File: src/rtl/nonce_sequencer_pkg.sv
// nonce_sequencer_pkg
// Shared definitions for the nonce sequencer:
//   - SHA256_IV      : SHA-256 initial hash value. It is the start state for the outer hash.
//   - INNER_MSG_LEN  : bit length of the 80-byte block header, which is 640.
//   - OUTER_MSG_LEN  : bit length of the 32-byte inner digest, which is 256.
//   - state_e        : sequencer FSM state encoding.
//   - bswap32()      : 32-bit byte swap. The nonce is placed in the message little-endian.
package nonce_sequencer_pkg;

  localparam logic [255:0] SHA256_IV =
    256'h6a09e667_bb67ae85_3c6ef372_a54ff53a_510e527f_9b05688c_1f83d9ab_5be0cd19;

  localparam logic [63:0] INNER_MSG_LEN = 64'd640;
  localparam logic [63:0] OUTER_MSG_LEN = 64'd256;

  typedef enum logic [2:0] {
    ST_IDLE        = 3'd0,
    ST_INNER_START = 3'd1,
    ST_INNER_WAIT  = 3'd2,
    ST_OUTER_START = 3'd3,
    ST_OUTER_WAIT  = 3'd4,
    ST_CHECK       = 3'd5,
    ST_REPORT      = 3'd6,
    ST_DRAIN       = 3'd7
  } state_e;

  function automatic logic [31:0] bswap32(input logic [31:0] x);
    return {x[7:0], x[15:8], x[23:16], x[31:24]};
  endfunction

endpackage

File: src/rtl/nonce_sequencer_target_compare.sv
// target_compare
// Combinational difficulty check. The SHA-256 digest is byte-reversed, so result[255:248]
// becomes the least significant byte. The reversed value is then compared, unsigned,
// against the target.
// Ports:
//   result  in  256  outer SHA-256 digest, as produced by the core
//   target  in  256  difficulty target
//   found   out 1    high when the byte-reversed digest is <= target
module target_compare (
  input  logic [255:0] result,
  input  logic [255:0] target,
  output logic         found
);

  logic [255:0] hash_le;

  for (genvar i = 0; i < 32; i++) begin : g_bswap
    assign hash_le[8*i +: 8] = result[255-8*i -: 8];
  end

  assign found = (hash_le <= target);

endmodule

File: src/rtl/nonce_sequencer.sv
// nonce_sequencer
// Steps a nonce across an inclusive 32-bit range. For every nonce it runs a double SHA-256
// on an external sha_core: the inner hash starts from the job midstate, and the outer hash
// starts from the IV. It reports nonces whose reversed digest meets the target.
// Optional build macro: NONCE_SEQUENCER_STATS_EN adds the hash_count output.
// Ports:
//   clk, rst (async, active-low)
//   job_*  / nonce_start / nonce_end : job handshake and payload
//   abort                            : cancel the current job
//   core_start_state / core_message / core_start / core_done / core_result : sha_core link
//   found_valid / found_ready / found_nonce / found_hash : solution handshake
//   busy, exhausted                  : status
//   hash_count (STATS_EN only)       : saturating count of completed checks
//
// state       | meaning
// ------------+-----------------------------------------------------------
// IDLE        | waiting for a job; job_ready high
// INNER_START | start pulse for the inner hash (midstate + header tail)
// INNER_WAIT  | wait for the inner digest
// OUTER_START | start pulse for the outer hash (IV + inner digest)
// OUTER_WAIT  | wait for the outer digest
// CHECK       | compare the digest with the target, then pick the next nonce
// REPORT      | hold the solution until found_ready
// DRAIN       | aborted while the core was busy; wait out its done, then go to IDLE
module nonce_sequencer
  import nonce_sequencer_pkg::*;
#(
  parameter int unsigned NONCE_STEP = 1
) (
  input  logic         clk,
  input  logic         rst,
  input  logic         job_valid,
  output logic         job_ready,
  input  logic [255:0] job_midstate,
  input  logic [95:0]  job_tail,
  input  logic [255:0] job_target,
  input  logic [31:0]  nonce_start,
  input  logic [31:0]  nonce_end,
  input  logic         abort,
  output logic [255:0] core_start_state,
  output logic [511:0] core_message,
  output logic         core_start,
  input  logic         core_done,
  input  logic [255:0] core_result,
  output logic         found_valid,
  input  logic         found_ready,
  output logic [31:0]  found_nonce,
  output logic [255:0] found_hash,
  output logic         busy,
  output logic         exhausted
`ifdef NONCE_SEQUENCER_STATS_EN
  ,
  output logic [31:0]  hash_count
`endif
);

  localparam logic [31:0] STEP = 32'(NONCE_STEP);

  state_e       state_q, state_d;
  logic [255:0] midstate_q, target_q, inner_q, outer_q;
  logic [95:0]  tail_q;
  logic [31:0]  nonce_q, nonce_end_q;
  logic         start_d_q;
  logic         outer_phase_q;

  logic         done_ok, is_last, found;
  logic         load_job, advance, cap_inner, cap_outer;

  // A done seen in the cycle right after a start belongs to the previous operation.
  assign done_ok = core_done && !start_d_q;
  assign is_last = ((nonce_end_q - nonce_q) < STEP);

  target_compare u_target_compare (
    .result (outer_q),
    .target (target_q),
    .found  (found)
  );

  always_ff @(posedge clk or negedge rst) begin
    if (!rst) state_q <= ST_IDLE;
    else      state_q <= state_d;
  end

  // An abort in a START state suppresses the pulse. This means no hash is left
  // in flight when the sequencer drops straight back to IDLE.
  always_comb begin
    state_d    = state_q;
    core_start = 1'b0;
    exhausted  = 1'b0;
    load_job   = 1'b0;
    advance    = 1'b0;
    cap_inner  = 1'b0;
    cap_outer  = 1'b0;
    unique case (state_q)
      ST_IDLE: begin
        if (job_valid) begin
          load_job = 1'b1;
          state_d  = ST_INNER_START;
        end
      end
      ST_INNER_START: begin
        if (abort) state_d = ST_IDLE;
        else begin
          core_start = 1'b1;
          state_d    = ST_INNER_WAIT;
        end
      end
      ST_INNER_WAIT: begin
        if (done_ok) begin
          if (abort) state_d = ST_IDLE;
          else begin
            cap_inner = 1'b1;
            state_d   = ST_OUTER_START;
          end
        end else if (abort) state_d = ST_DRAIN;
      end
      ST_OUTER_START: begin
        if (abort) state_d = ST_IDLE;
        else begin
          core_start = 1'b1;
          state_d    = ST_OUTER_WAIT;
        end
      end
      ST_OUTER_WAIT: begin
        if (done_ok) begin
          if (abort) state_d = ST_IDLE;
          else begin
            cap_outer = 1'b1;
            state_d   = ST_CHECK;
          end
        end else if (abort) state_d = ST_DRAIN;
      end
      ST_CHECK: begin
        if (abort) state_d = ST_IDLE;
        else if (found) state_d = ST_REPORT;
        else if (is_last) begin
          exhausted = 1'b1;
          state_d   = ST_IDLE;
        end else begin
          advance = 1'b1;
          state_d = ST_INNER_START;
        end
      end
      ST_REPORT: begin
        if (abort) state_d = ST_IDLE;
        else if (found_ready) begin
          if (is_last) begin
            exhausted = 1'b1;
            state_d   = ST_IDLE;
          end else begin
            advance = 1'b1;
            state_d = ST_INNER_START;
          end
        end
      end
      ST_DRAIN: begin
        if (done_ok) state_d = ST_IDLE;
      end
      default: state_d = ST_IDLE;
    endcase
  end

  always_ff @(posedge clk or negedge rst) begin
    if (!rst) begin
      start_d_q     <= 1'b0;
      midstate_q    <= '0;
      tail_q        <= '0;
      target_q      <= '0;
      nonce_q       <= '0;
      nonce_end_q   <= '0;
      inner_q       <= '0;
      outer_q       <= '0;
      outer_phase_q <= 1'b0;
    end else begin
      start_d_q <= core_start;
      if (load_job) begin
        midstate_q    <= job_midstate;
        tail_q        <= job_tail;
        target_q      <= job_target;
        nonce_q       <= nonce_start;
        nonce_end_q   <= nonce_end;
        outer_phase_q <= 1'b0;
      end
      if (advance) begin
        nonce_q       <= nonce_q + STEP;
        outer_phase_q <= 1'b0;
      end
      if (cap_inner) begin
        inner_q       <= core_result;
        outer_phase_q <= 1'b1;
      end
      if (cap_outer) outer_q <= core_result;
    end
  end

  // The core inputs are decoded from registered state, so they stay put for the
  // whole operation. This includes DRAIN, where outer_phase_q picks which one was in flight.
  always_comb begin
    core_start_state = '0;
    core_message     = '0;
    unique case (state_q)
      ST_INNER_START, ST_INNER_WAIT: begin
        core_start_state = midstate_q;
        core_message     = {tail_q, bswap32(nonce_q), 1'b1, 319'b0, INNER_MSG_LEN};
      end
      ST_OUTER_START, ST_OUTER_WAIT: begin
        core_start_state = SHA256_IV;
        core_message     = {inner_q, 1'b1, 191'b0, OUTER_MSG_LEN};
      end
      ST_DRAIN: begin
        if (outer_phase_q) begin
          core_start_state = SHA256_IV;
          core_message     = {inner_q, 1'b1, 191'b0, OUTER_MSG_LEN};
        end else begin
          core_start_state = midstate_q;
          core_message     = {tail_q, bswap32(nonce_q), 1'b1, 319'b0, INNER_MSG_LEN};
        end
      end
      default: ;
    endcase
  end

  assign job_ready   = (state_q == ST_IDLE);
  assign busy        = (state_q != ST_IDLE);
  assign found_valid = (state_q == ST_REPORT);
  assign found_nonce = found_valid ? nonce_q : 32'd0;
  assign found_hash  = found_valid ? outer_q : 256'd0;

`ifdef NONCE_SEQUENCER_STATS_EN
  always_ff @(posedge clk or negedge rst) begin
    if (!rst) hash_count <= '0;
    else if (state_q == ST_CHECK && !abort && hash_count != 32'hFFFF_FFFF)
      hash_count <= hash_count + 32'd1;
  end
`endif

endmodule

File: config.mk
export PLATFORM = sky130hd
export DESIGN_NAME = nonce_sequencer
export DESIGN_NICKNAME = d
export VERILOG_FILES = /design/src/rtl/nonce_sequencer_pkg.sv /design/src/rtl/nonce_sequencer_target_compare.sv /design/src/rtl/nonce_sequencer.sv
export SDC_FILE = /design/constraint.sdc
export NUM_CORES = 2
export LEC_CHECK = 0
export BUFFER_PORTS_ARGS = -buffer_cell sky130_fd_sc_hd__buf_2
export CAP_MARGIN = 0
export CORE_AREA = 2 2 771 773
export CTS_CLUSTER_DIAMETER = 60
export DETAILED_ROUTE_END_ITERATION = 6
export DIE_AREA = 0 0 773 775
export GPL_TIMING_DRIVEN = 0
export PLACE_DENSITY = 0.3
export RECOVER_POWER = 25
export SLEW_MARGIN = 20
export SYNTH_ARGS = -nofsm -noshare
export SYNTH_HDL_FRONTEND = slang
export SYNTH_HIERARCHICAL = 1
export SYNTH_SLANG_ARGS = --single-unit
File: constraint.sdc
create_clock -name clk -period 5.5 [get_ports clk]
set_clock_uncertainty 0.15 [all_clocks]
set_input_delay 0.55 -clock clk [delete_from_list [all_inputs] [get_ports clk]]
set_output_delay 0.55 -clock clk [all_outputs]
set_load 0.005 [all_outputs]
==> impl_metrics.csv <==
group,metric,value,unit
cells_and_area,nNetsFinal,11100,
placed_design,dpl.hpwl,422000,um
yosys,synth-async-reset-ratio,100,%
yosys,synth.area.top_cells,"dfrtp_1 48%, nand2_1 12%, mux2_2 9.3%",
yosys,synth_edf_count,0,
sta,hold_slack,0.138,ns
min_path,min_to,"state_q[0]",
sta,period_minus_slack,6.57,ns
grt,overflow,0,
sta,tightestPinTransition,2.96,ns
critical_path,required,4.80,ns
cells_and_area,drive_gt1_share,31.1,%
grt,track_usage,15.9,%
cells_and_area,multi_input_area,29000,sq um
placed_design,gp_congestion,0.875,
critical_path,critPathMaxFanout,10,
placed_design,portBuffers,1741,
clocking,clockRootBuffer,"clkbuf_16",
floorplan,die_x,773,um
critical_path,rrSetupSlack,-0.23,ns
critical_path,crit_type,"reg -> out",
power_and_ir_drop,leakage,50.5,nW
floorplan,dieArea,599000,sq um
grt,grt_max_degree,110,
outcome,violations,"max-capacitance violations, max-slew violations, negative setup slack",
min_path,hp-class,"in -> reg",
min_path,hp-start,"job_valid",
sta,setup_viol,331,
yosys,yosysWarningCount,6,
sta,hold_viol,0,
yosys,ys_ff_latch,1189,
power_and_ir_drop,switchingPower,27.7,mW
placed_design,dp_slack,-3.05,ns
grt,antenna_found_initial,264,
critical_path,crit_arrival,5.87,ns
yosys,yosysTopAreaCell,"dfrtp_1",
critical_path,r2r_end,"nonce_q[5]",
floorplan,start_util,10.5,%
min_path,hold_depth,4,
cells_and_area,synthToLayoutAreaGrowth,62.1,%
floorplan,io_pins,1995,
clocking,cts_made_buffers,221,
placed_design,placed_area,82900,sq um
route,ant_nets,0,
power_and_ir_drop,swShare,46.3,%
clocking,cts_max_level,4,
critical_path,end_kind,"output port",
cells_and_area,fin_area,101000,sq um
clocking,clock_latency,0.93,ns
route,vias,61100,
route,wl_per_cell,27.3,um
critical_path,r2r_start,"target_q[248]",
floorplan,die_h,775,um
power_and_ir_drop,seqPwrFrac,28.6,%
cells_and_area,nFillCells,67200,
floorplan,rows,283,
clocking,cts_tree,"done",
power_and_ir_drop,power,59.9,mW
grt,grt_pass1_vias,63300,
route,drt-pass1-iter-count,6,
yosys,synth_flop_cell,"dfrtp_1",
yosys,postSynthAreaPerCell,9.39,sq um
sta,rsz0062_at_grt,"yes",
grt,grt_pass1_wl,635000,um
route,drt-initial-drc-count,3329,
power_and_ir_drop,pwr-share-clk,24.1,%
sta,slew_violations,300,
power_and_ir_drop,p_per_area,595,nW/um^2
route,drc,0,
critical_path,start_kind,"flip-flop",
route,wl,491000,um
clocking,clock_path_buffers,4,
yosys,syn_inst,6612,
outcome,status,"complete, but fails checks",
yosys,synth_top_area_share,47.9,%
yosys,yosysUniqueCellTypes,91,
power_and_ir_drop,combPwrFrac,47.2,%
critical_path,r2r_cells,22,
power_and_ir_drop,ir_worst_vdd,0.000254,V
sta,fmax,0.152,GHz
cells_and_area,ff_latch_area,29800,sq um
yosys,netlist_area,62100,sq um
clocking,cts_num_sinks,1189,
yosys,synth.yosys.seq_area_share,47.9,%
sta,relSlewSlack,-97.5,%
sta,fin_crit_sh,119,%
flow_run,cap_violations,3,
route,vias_per_cell,3.39,
power_and_ir_drop,internal_power,32.1,mW
clocking,clk_pin_slew,0.06,ns
sta,setup_ws,-1.07,ns
floorplan,fp.coreArea,592000,sq um
[critical path: stages, from the launching register on]
cell and delay, ns:
dfrtp_1 0.60, inv_1 0.17, ha_1 0.39, o211ai_1 0.10, a21oi_1 0.33, o21ai_1 0.31
a2111oi_2 0.72, o41ai_1 0.18, xnor2_1 0.21, nor4_4 0.97, clkbuf_1 0.56, and3_4 0.30
buf_6 0.11
[kinds of logic (layout without fill, tap and decap cells)]
group / count (synthesis) / after routing / synth area share, %
other: 1 / 395 / 0.00604
multiplexers: 521 / 521 / 9.44
flip-flops: 1189 / 1189 / 47.9
buffers and inverters: 943 / 4097 / 7.30
XOR/XNOR: 17 / 17 / 0.240
AO/OA/AOI/OAI: 722 / 722 / 8.27
adder cells (fa/ha/maj): 290 / 290 / 5.85
AND/OR/NAND/NOR: 2929 / 2929 / 21.0
[Yosys cell counts, drive strengths merged (72+ instances only)]
cell type / number
a21o: 81
ha: 288
buf: 290
and2: 256
o21ai: 83
clkbuf: 355
inv: 297
nand2: 2043
nor2: 72
dfrtp: 1189
a22o: 129
o21a: 103
mux2: 514
a21oi: 154
and3: 301
[state kept, by name, summed over array words and instances, names as in the netlist]
signal and cells:
target_q 256, nonce_q 32, outer_phase_q 1, midstate_q 256, tail_q 96, start_d_q 1
outer_q 256, nonce_end_q 32, inner_q 256, state_q 3
[how the worst max path moves through the flow]
stage / from / end / slack (ns) / cells past startpoint
final: nonce_q[2] / exhausted / -1.07 / 12
after global routing: nonce_q[3] / exhausted / -1.34 / 12
after CTS: target_q[248] / exhausted / -1.45 / 20
after detailed placement: target_q[255] / nonce_q[5] / -3.05 / 20
after global placement: rst / outer_q[225] / -29.34 / 1
after floorplan: outer_q[54] / exhausted / 1.44 / 15
[timing repair]
item | CTS | global route
resized for setup | 52 | 31
setup endpoints to repair | 119 | 35
hold endpoints to repair | 1394 | 0
hold buffers | 931 | 0
pin swaps | 10 | 11
setup buffers | 12 | 12
gates cloned | 0 | 1
[placed cells by master, fill, tap and decap left out, types with 30 or more instances in the layout]
cell type      netlist  final
dlygate4sd3_1        0    930
nand3_1             66     63
nand2_1           2043   2041
clkbuf_16            0    226
clkbuf_2             0     47
ha_1               288    286
and2_1             254    253
dfrtp_1           1189   1188
o21a_1             103    103
a21o_1              81     79
a21oi_1            153    145
buf_4              256    277
clkbuf_8             0     30
a22o_1             129    129
and3_1             301    300
o21ai_0             75     67
clkbuf_1           355    324
buf_2               17   1756
diode_2              0    143
nand4_1             59     59
conb_1               1    252
nor2_1              72     69
inv_1              297    295
mux2_2             514    514
nor3_1              38     33
[power groups by stage]
stage                     sequential (mW)  combinational (mW)  clock (mW)
final                                17.1                28.3        14.5
after global routing                 17.6                31.4        15.3
after CTS                            17.3                29.2        15.0
after detailed placement             17.4                28.2           0
after global placement               17.4                27.6           0
after floorplan                      14.7                14.0           0
[metrics by stage]
step           std cells  utilization, %  TNS, ns
2_1_floorplan       6863               -        0
3_3_place_gp       16400            13.8        -
3_5_place_dp       16500            14.0   -97.37
4_1_cts            17800            16.9   -18.44
5_1_grt            17900            17.0  -399.25
6_report           18000            17.0   -87.77
[area by class of cell]
cell class              instances  area share, %
diodes                        143          0.356
plain buffers                 643           3.55
clock buffers                 278           6.05
clock inverters               128           1.54
inverters                     298           1.12
multi-input cells            4731           28.8
flip-flops and latches       1189           29.6
well taps                    7837           9.74
repair buffers               2750           19.2
[routing by layer]
metal  part of all wire [%]  vias to the layer above  global-route usage [%]
met5                   0.10                        -                       0
met4                    4.1                       84                    5.43
met3                    7.2                      601                    4.68
met2                     49                     2325                    27.8
met1                     40                    29800                    18.3
li1                       -                    28300                       -
No activity file was read; power rests on OpenSTA's default activity.
